[src/rtl/caravel_wb_mem_bridge.sv]
// Wishbone-classic slave giving the Caravel management core word access to SoC SRAM via the memory arbiter.
// Define CARAVEL_WB_TIMEOUT_EN to add a grant/read-return watchdog and the sticky timeout_o flag.
module caravel_wb_mem_bridge #(
  parameter logic [31:0] BASE_ADDR      = 32'h3000_0000,
  parameter int unsigned MEM_BYTES      = 24576,
  parameter int unsigned ADDR_W         = 13,
  parameter int unsigned TIMEOUT_CYCLES = 255
) (
  input  logic              clk_i,
  input  logic              rst_ni,
  input  logic              wbs_stb_i,
  input  logic              wbs_cyc_i,
  input  logic              wbs_we_i,
  input  logic [3:0]        wbs_sel_i,
  input  logic [31:0]       wbs_adr_i,
  input  logic [31:0]       wbs_dat_i,
  output logic              wbs_ack_o,
  output logic [31:0]       wbs_dat_o,
  output logic              mem_req_o,
  output logic              mem_we_o,
  output logic [ADDR_W-1:0] mem_addr_o,
  output logic [3:0]        mem_be_o,
  output logic [31:0]       mem_wdata_o,
  input  logic              mem_gnt_i,
  input  logic              mem_rvalid_i,
  input  logic [31:0]       mem_rdata_i,
  output logic              oob_o
`ifdef CARAVEL_WB_TIMEOUT_EN
  ,
  output logic              timeout_o
`endif
);

  typedef enum logic [2:0] {
    IDLE  = 3'd0,
    REQ   = 3'd1,
    WAIT  = 3'd2,
    ACK   = 3'd3,
    DRAIN = 3'd4
  } state_e;

  state_e            state_q, state_d;
  logic              we_q, we_d;
  logic [3:0]        be_q, be_d;
  logic [ADDR_W-1:0] addr_q, addr_d;
  logic [31:0]       wdata_q, wdata_d;
  logic [31:0]       rdata_q, rdata_d;
  logic              req_q;
  logic              ack_q;
  logic              oob_q, oob_d;

  // Window decode: addresses below BASE_ADDR wrap to huge offsets and fall out of window.
  logic [31:0] adr_off;
  logic        in_win;
  logic        unused_adr_bits;

  assign adr_off         = wbs_adr_i - BASE_ADDR;
  assign in_win          = (adr_off < 32'(MEM_BYTES));
  assign unused_adr_bits = ^{adr_off[1:0], adr_off[31:ADDR_W+2]};

`ifdef CARAVEL_WB_TIMEOUT_EN
  localparam int unsigned WDOG_W = ($clog2(TIMEOUT_CYCLES + 1) > 8) ? $clog2(TIMEOUT_CYCLES + 1) : 8;
  localparam logic [WDOG_W-1:0] WDOG_LAST = WDOG_W'(TIMEOUT_CYCLES - 1);
  localparam logic [31:0] TIMEOUT_DATA = 32'hBADC_0DE0;

  logic [WDOG_W-1:0] wdog_q, wdog_d;
  logic              wdog_hit;
  logic              tmo_q, tmo_d;
  logic              drain_q, drain_d;

  assign wdog_hit = (wdog_q == WDOG_LAST);
`else
  logic [31:0] unused_timeout_cfg;
  assign unused_timeout_cfg = 32'(TIMEOUT_CYCLES);
`endif

  // Next-state and datapath selection.
  always_comb begin
    state_d = state_q;
    we_d    = we_q;
    be_d    = be_q;
    addr_d  = addr_q;
    wdata_d = wdata_q;
    rdata_d = '0;
    oob_d   = oob_q;
`ifdef CARAVEL_WB_TIMEOUT_EN
    wdog_d  = '0;
    tmo_d   = tmo_q;
    drain_d = drain_q;
`endif

    unique case (state_q)
      IDLE: begin
        if (wbs_cyc_i && wbs_stb_i) begin
          we_d    = wbs_we_i;
          be_d    = wbs_sel_i;
          addr_d  = adr_off[ADDR_W+1:2];
          wdata_d = wbs_dat_i;
          if (!in_win) begin
            state_d = ACK;
            oob_d   = 1'b1;
          end else if (wbs_sel_i == 4'h0) begin
            state_d = ACK;
          end else begin
            state_d = REQ;
          end
        end
      end

      REQ: begin
        // A grant commits the access even if the master has just abandoned the cycle.
        if (mem_gnt_i) begin
          if (!wbs_cyc_i) begin
            state_d = we_q ? IDLE : DRAIN;
          end else begin
            state_d = we_q ? ACK : WAIT;
          end
        end else if (!wbs_cyc_i) begin
          state_d = IDLE;
`ifdef CARAVEL_WB_TIMEOUT_EN
        end else if (wdog_hit) begin
          state_d = ACK;
          rdata_d = TIMEOUT_DATA;
          tmo_d   = 1'b1;
`endif
        end
      end

      WAIT: begin
        if (!wbs_cyc_i) begin
          state_d = mem_rvalid_i ? IDLE : DRAIN;
        end else if (mem_rvalid_i) begin
          state_d = ACK;
          rdata_d = mem_rdata_i;
`ifdef CARAVEL_WB_TIMEOUT_EN
        end else if (wdog_hit) begin
          state_d = ACK;
          rdata_d = TIMEOUT_DATA;
          tmo_d   = 1'b1;
          drain_d = 1'b1;
`endif
        end
      end

      ACK: begin
`ifdef CARAVEL_WB_TIMEOUT_EN
        state_d = drain_q ? DRAIN : IDLE;
        drain_d = 1'b0;
`else
        state_d = IDLE;
`endif
      end

      DRAIN: begin
        if (mem_rvalid_i) begin
          state_d = IDLE;
        end
      end

      default: state_d = IDLE;
    endcase

`ifdef CARAVEL_WB_TIMEOUT_EN
    // Watchdog restarts on every state change and only counts while waiting on the arbiter.
    if (((state_q == REQ) || (state_q == WAIT)) && (state_d == state_q)) begin
      wdog_d = wdog_q + WDOG_W'(1);
    end
`endif
  end

  always_ff @(posedge clk_i or negedge rst_ni) begin
    if (!rst_ni) begin
      state_q <= IDLE;
      we_q    <= 1'b0;
      be_q    <= '0;
      addr_q  <= '0;
      wdata_q <= '0;
      rdata_q <= '0;
      req_q   <= 1'b0;
      ack_q   <= 1'b0;
      oob_q   <= 1'b0;
    end else begin
      state_q <= state_d;
      we_q    <= we_d;
      be_q    <= be_d;
      addr_q  <= addr_d;
      wdata_q <= wdata_d;
      rdata_q <= rdata_d;
      req_q   <= (state_d == REQ);
      ack_q   <= (state_d == ACK);
      oob_q   <= oob_d;
    end
  end

`ifdef CARAVEL_WB_TIMEOUT_EN
  always_ff @(posedge clk_i or negedge rst_ni) begin
    if (!rst_ni) begin
      wdog_q  <= '0;
      tmo_q   <= 1'b0;
      drain_q <= 1'b0;
    end else begin
      wdog_q  <= wdog_d;
      tmo_q   <= tmo_d;
      drain_q <= drain_d;
    end
  end

  assign timeout_o = tmo_q;
`endif

  assign wbs_ack_o   = ack_q;
  assign wbs_dat_o   = rdata_q;
  assign mem_req_o   = req_q;
  assign mem_we_o    = we_q;
  assign mem_addr_o  = addr_q;
  assign mem_be_o    = be_q;
  assign mem_wdata_o = wdata_q;
  assign oob_o       = oob_q;

endmodule
[config.mk]
export PLATFORM = sky130hd
export DESIGN_NAME = caravel_wb_mem_bridge
export DESIGN_NICKNAME = d
export VERILOG_FILES = /design/src/rtl/caravel_wb_mem_bridge.sv
export SDC_FILE = /design/constraint.sdc
export NUM_CORES = 1
export LEC_CHECK = 0
export ABC_AREA = 0
export CORE_MARGIN = 4
export CORE_UTILIZATION = 40
export DETAILED_ROUTE_END_ITERATION = 10
export PLACE_DENSITY = 0.88
export SYNTH_ARGS = -nofsm -noshare
export SYNTH_HDL_FRONTEND = slang
export SYNTH_SLANG_ARGS = --single-unit
export TNS_END_PERCENT = 1
[constraint.sdc]
create_clock -name clk_i -period 2 [get_ports clk_i]
set_input_delay 0.2 -clock clk_i [delete_from_list [all_inputs] [get_ports clk_i]]
set_output_delay 0.2 -clock clk_i [all_outputs]
set_load 0.02 [all_outputs]
==> flow_metrics.env <==
export IMPL_peakVddDrop_uv=666
export IMPL_fill_cells=549
export IMPL_clock_tree_root_cell="clkbuf_8"
export IMPL_drt_iter0_markers=30
export IMPL_final_seq_area_sq_um=2200
export IMPL_cts_tree="done"
export IMPL_path_class="register to primary output"
export IMPL_reg2reg_slack_ns=0.62
export IMPL_synth_seq_cells=88
export IMPL_drive_gt1_share_pct=17.7
export IMPL_synthToLayoutAreaGrowth_pct=71.4
export IMPL_worst_path_stages=1
export IMPL_grt_pass1_vias=2546
export IMPL_cts_sinks=88
export IMPL_viasPerCell=4.59
export IMPL_outcome="finished clean"
export IMPL_synth_area_leaders="dfrtp_1, mux2_2, and2_1, buf_2, or3_4"
export IMPL_path_cells="clkdlybuf4s50_1"
export IMPL_worstReg2RegEnd="mem_req_o$_DFF_PN0_"
export IMPL_fin_crit_sh_pct=78.9
export IMPL_start_util_pct=41.4
export IMPL_final_cell_mix="clkdlybuf4s50_1, dfrtp_1, mux2_2"
export IMPL_drv_cap=0
export IMPL_fmax_mhz=633
export IMPL_worst_r2r_path_depth=5
export IMPL_die_area_sq_um=9530
export IMPL_cp_endpoint="mem_we_o"
export IMPL_synth_warnings=0
export IMPL_cp_max_fo=5
export IMPL_die_w_microns=97.6
export IMPL_gr_usage_all_layers_pct=17.3
export IMPL_start_kind="register"
export IMPL_clock_latency_ns=0.34
export IMPL_use_met3_pct=6.75
export IMPL_rows=32
export IMPL_fin_setup_tns_ns=0
export IMPL_cts_resized=0
export IMPL_antenna_found_initial=0
export IMPL_hold_violations=0
export IMPL_finalNonFillerCells=514
export IMPL_die_y_microns=97.6
export IMPL_hp_class="input port to async pin"
export IMPL_crit_path_top_delay_cell="clkdlybuf4s50_1"
export IMPL_core_sq_um=7770
export IMPL_finalSetupViolations=0
export IMPL_yosysTopAreaCell="dfrtp_1"
export IMPL_cp_data_arrival_time_ns=1.38
export IMPL_grt_remaining_overflow=0
export IMPL_regToRegStartpoint="state_q[2]$_DFF_PN0_"
export IMPL_clock_skew_ns=0.00771
export IMPL_top_usage_layer="met2"
export IMPL_final_common_cell="clkdlybuf4s50_1"
export IMPL_ant_nets=0
export IMPL_finalMaxSlewViolations=0
export IMPL_postSynthCellCount=210
export IMPL_wl_per_cell_microns=15.9
export IMPL_wl_mm=8.15
export IMPL_clock_path_buffers=2
export IMPL_leakagePower_nw=2.37
export IMPL_critPathLaunch="mem_we_o$_DFFE_PN0P_"
export IMPL_tightest_slew_ns=0.583
export IMPL_fin_crit_ns=1.58
export IMPL_post_route_util_pct=70.9
export IMPL_place_gp_congestion=0.788
export IMPL_drc_errors=0
export IMPL_slew_headroom_pct=61.1
export IMPL_avgSynthCellArea_sq_um=15.3
export IMPL_end_kind="primary output"
export IMPL_grtUsageMet1_pct=19.8
export IMPL_cts_hold_buf=1
export IMPL_grt_setup_unrepaired="no"
export IMPL_cts_buffers=9
export IMPL_path_buf_inv=1
export IMPL_portBuffers=189
export IMPL_ys_types=26
export IMPL_antennaDiodeCount=0
export IMPL_critical_path_top_delay_family="buffers and inverters"
export IMPL_power_density_nw_per_um2=1280
export IMPL_first_pass_iters=3
export IMPL_cts_clk_slew_worst_paths_ns=0.09
export IMPL_multi_input_area_sq_um=977
export IMPL_cp_required_ns=1.80
export IMPL_cts_htree_levels=3
export IMPL_syn_num_nets=317
export IMPL_critPathMaxStageDelay_ns=0.64
export IMPL_post_cts_setup_buffer_count=0
export IMPL_synth_top_cell_area_share_pct=68.5
export IMPL_via_count=2359
export IMPL_grt_pass1_wl_mm=12.9
export IMPL_synth_area_sq_um=3210
export IMPL_pin_count=192
export IMPL_dp_hpwl_mm=6.55
export IMPL_grt_max_degree=48
export IMPL_synth_seq_area_share_pct=68.5
export IMPL_use_met2_pct=29.3
export IMPL_final_nets=515
export IMPL_dp_cells=498
worst min path at each step:
stage,end,slack (ns),cells past startpoint
final,mem_wdata_o[27]$_DFFE_PN0P_,0.41,2
after global routing,wbs_dat_o[0]$_DFF_PN0_,0.40,2
after CTS,wbs_dat_o[0]$_DFF_PN0_,0.39,2
after detailed placement,mem_wdata_o[28]$_DFFE_PN0P_,0.24,1
after global placement,mem_wdata_o[28]$_DFFE_PN0P_,0.24,1
after floorplan,mem_addr_o[0]$_DFFE_PN0P_,-0.1,0
synthesized netlist by cell type:
master and count:
a211o_1 1, a21boi_0 1, a21oi_1 1, and2_1 32, and3_1 1, buf_2 5
clkbuf_1 3, dfrtp_1 88, inv_1 1, mux2_2 50, mux2i_1 1, nand2_1 3
nand2b_1 1, nand3_1 2, nand3b_1 1, nor2_1 4, nor2b_1 2, nor3_1 1
nor4_1 3, nor4bb_1 1, o21ai_0 2, o21bai_1 1, o21bai_4 1, o221ai_1 1
o31ai_1 1, or3_4 2
layer usage:
metal | share of wire (%) | vias up
met5 | 0 | -
met4 | 0.92 | 0
met3 | 10 | 7
met2 | 51 | 122
met1 | 37 | 1117
li1 | - | 1113
sequential cells by signal, summed over array words and instances, names as in the netlist:
signal / flops
wbs_dat_o: 32
mem_wdata_o: 32
mem_addr_o: 13
mem_be_o: 4
mem_req_o: 1
mem_we_o: 1
wbs_ack_o: 1
oob_o: 1
state_q: 3
cells by family after synthesis:
logic type             count (synthesis)  share of synthesized area (%)
AO/OA/AOI/OAI                          9                           2.30
buffers and inverters                  9                           1.25
flip-flops                            88                           68.5
multiplexers                          51                           17.8
AND/OR/NAND/NOR                       53                           10.1
stage by stage:
step	setup slack, ns	hold slack (ns)	power [mW]	instance area [sq um]
final	0.421	0.412	7.06	5510
after global routing	0.357	0.399	7.40	5510
after CTS	0.390	0.386	7.16	5510
after detailed placement	0.269	0.239	5.72	5260
after global placement	0.304	0.236	5.61	5260
after floorplan	0.710	-0.0956	4.08	3210
report_power, final:
part           leakage, nW  internal [mW]  total, mW  switching, mW
combinational         1.14           1.65       2.97           1.32
clock                0.117          0.859       1.42          0.565
sequential            1.11           2.36       2.66          0.300
total                 2.37           4.87       7.06           2.19
layout make-up:
cell class | count | area share (%)
inverter | 1 | 0.0682
clock inverter | 3 | 1.64
timing repair buffer | 195 | 35.6
multi-input combinational | 113 | 17.7
tap | 102 | 2.32
clock buffer | 12 | 2.64
sequential | 88 | 40.0
(Power assumes the default switching activity.)
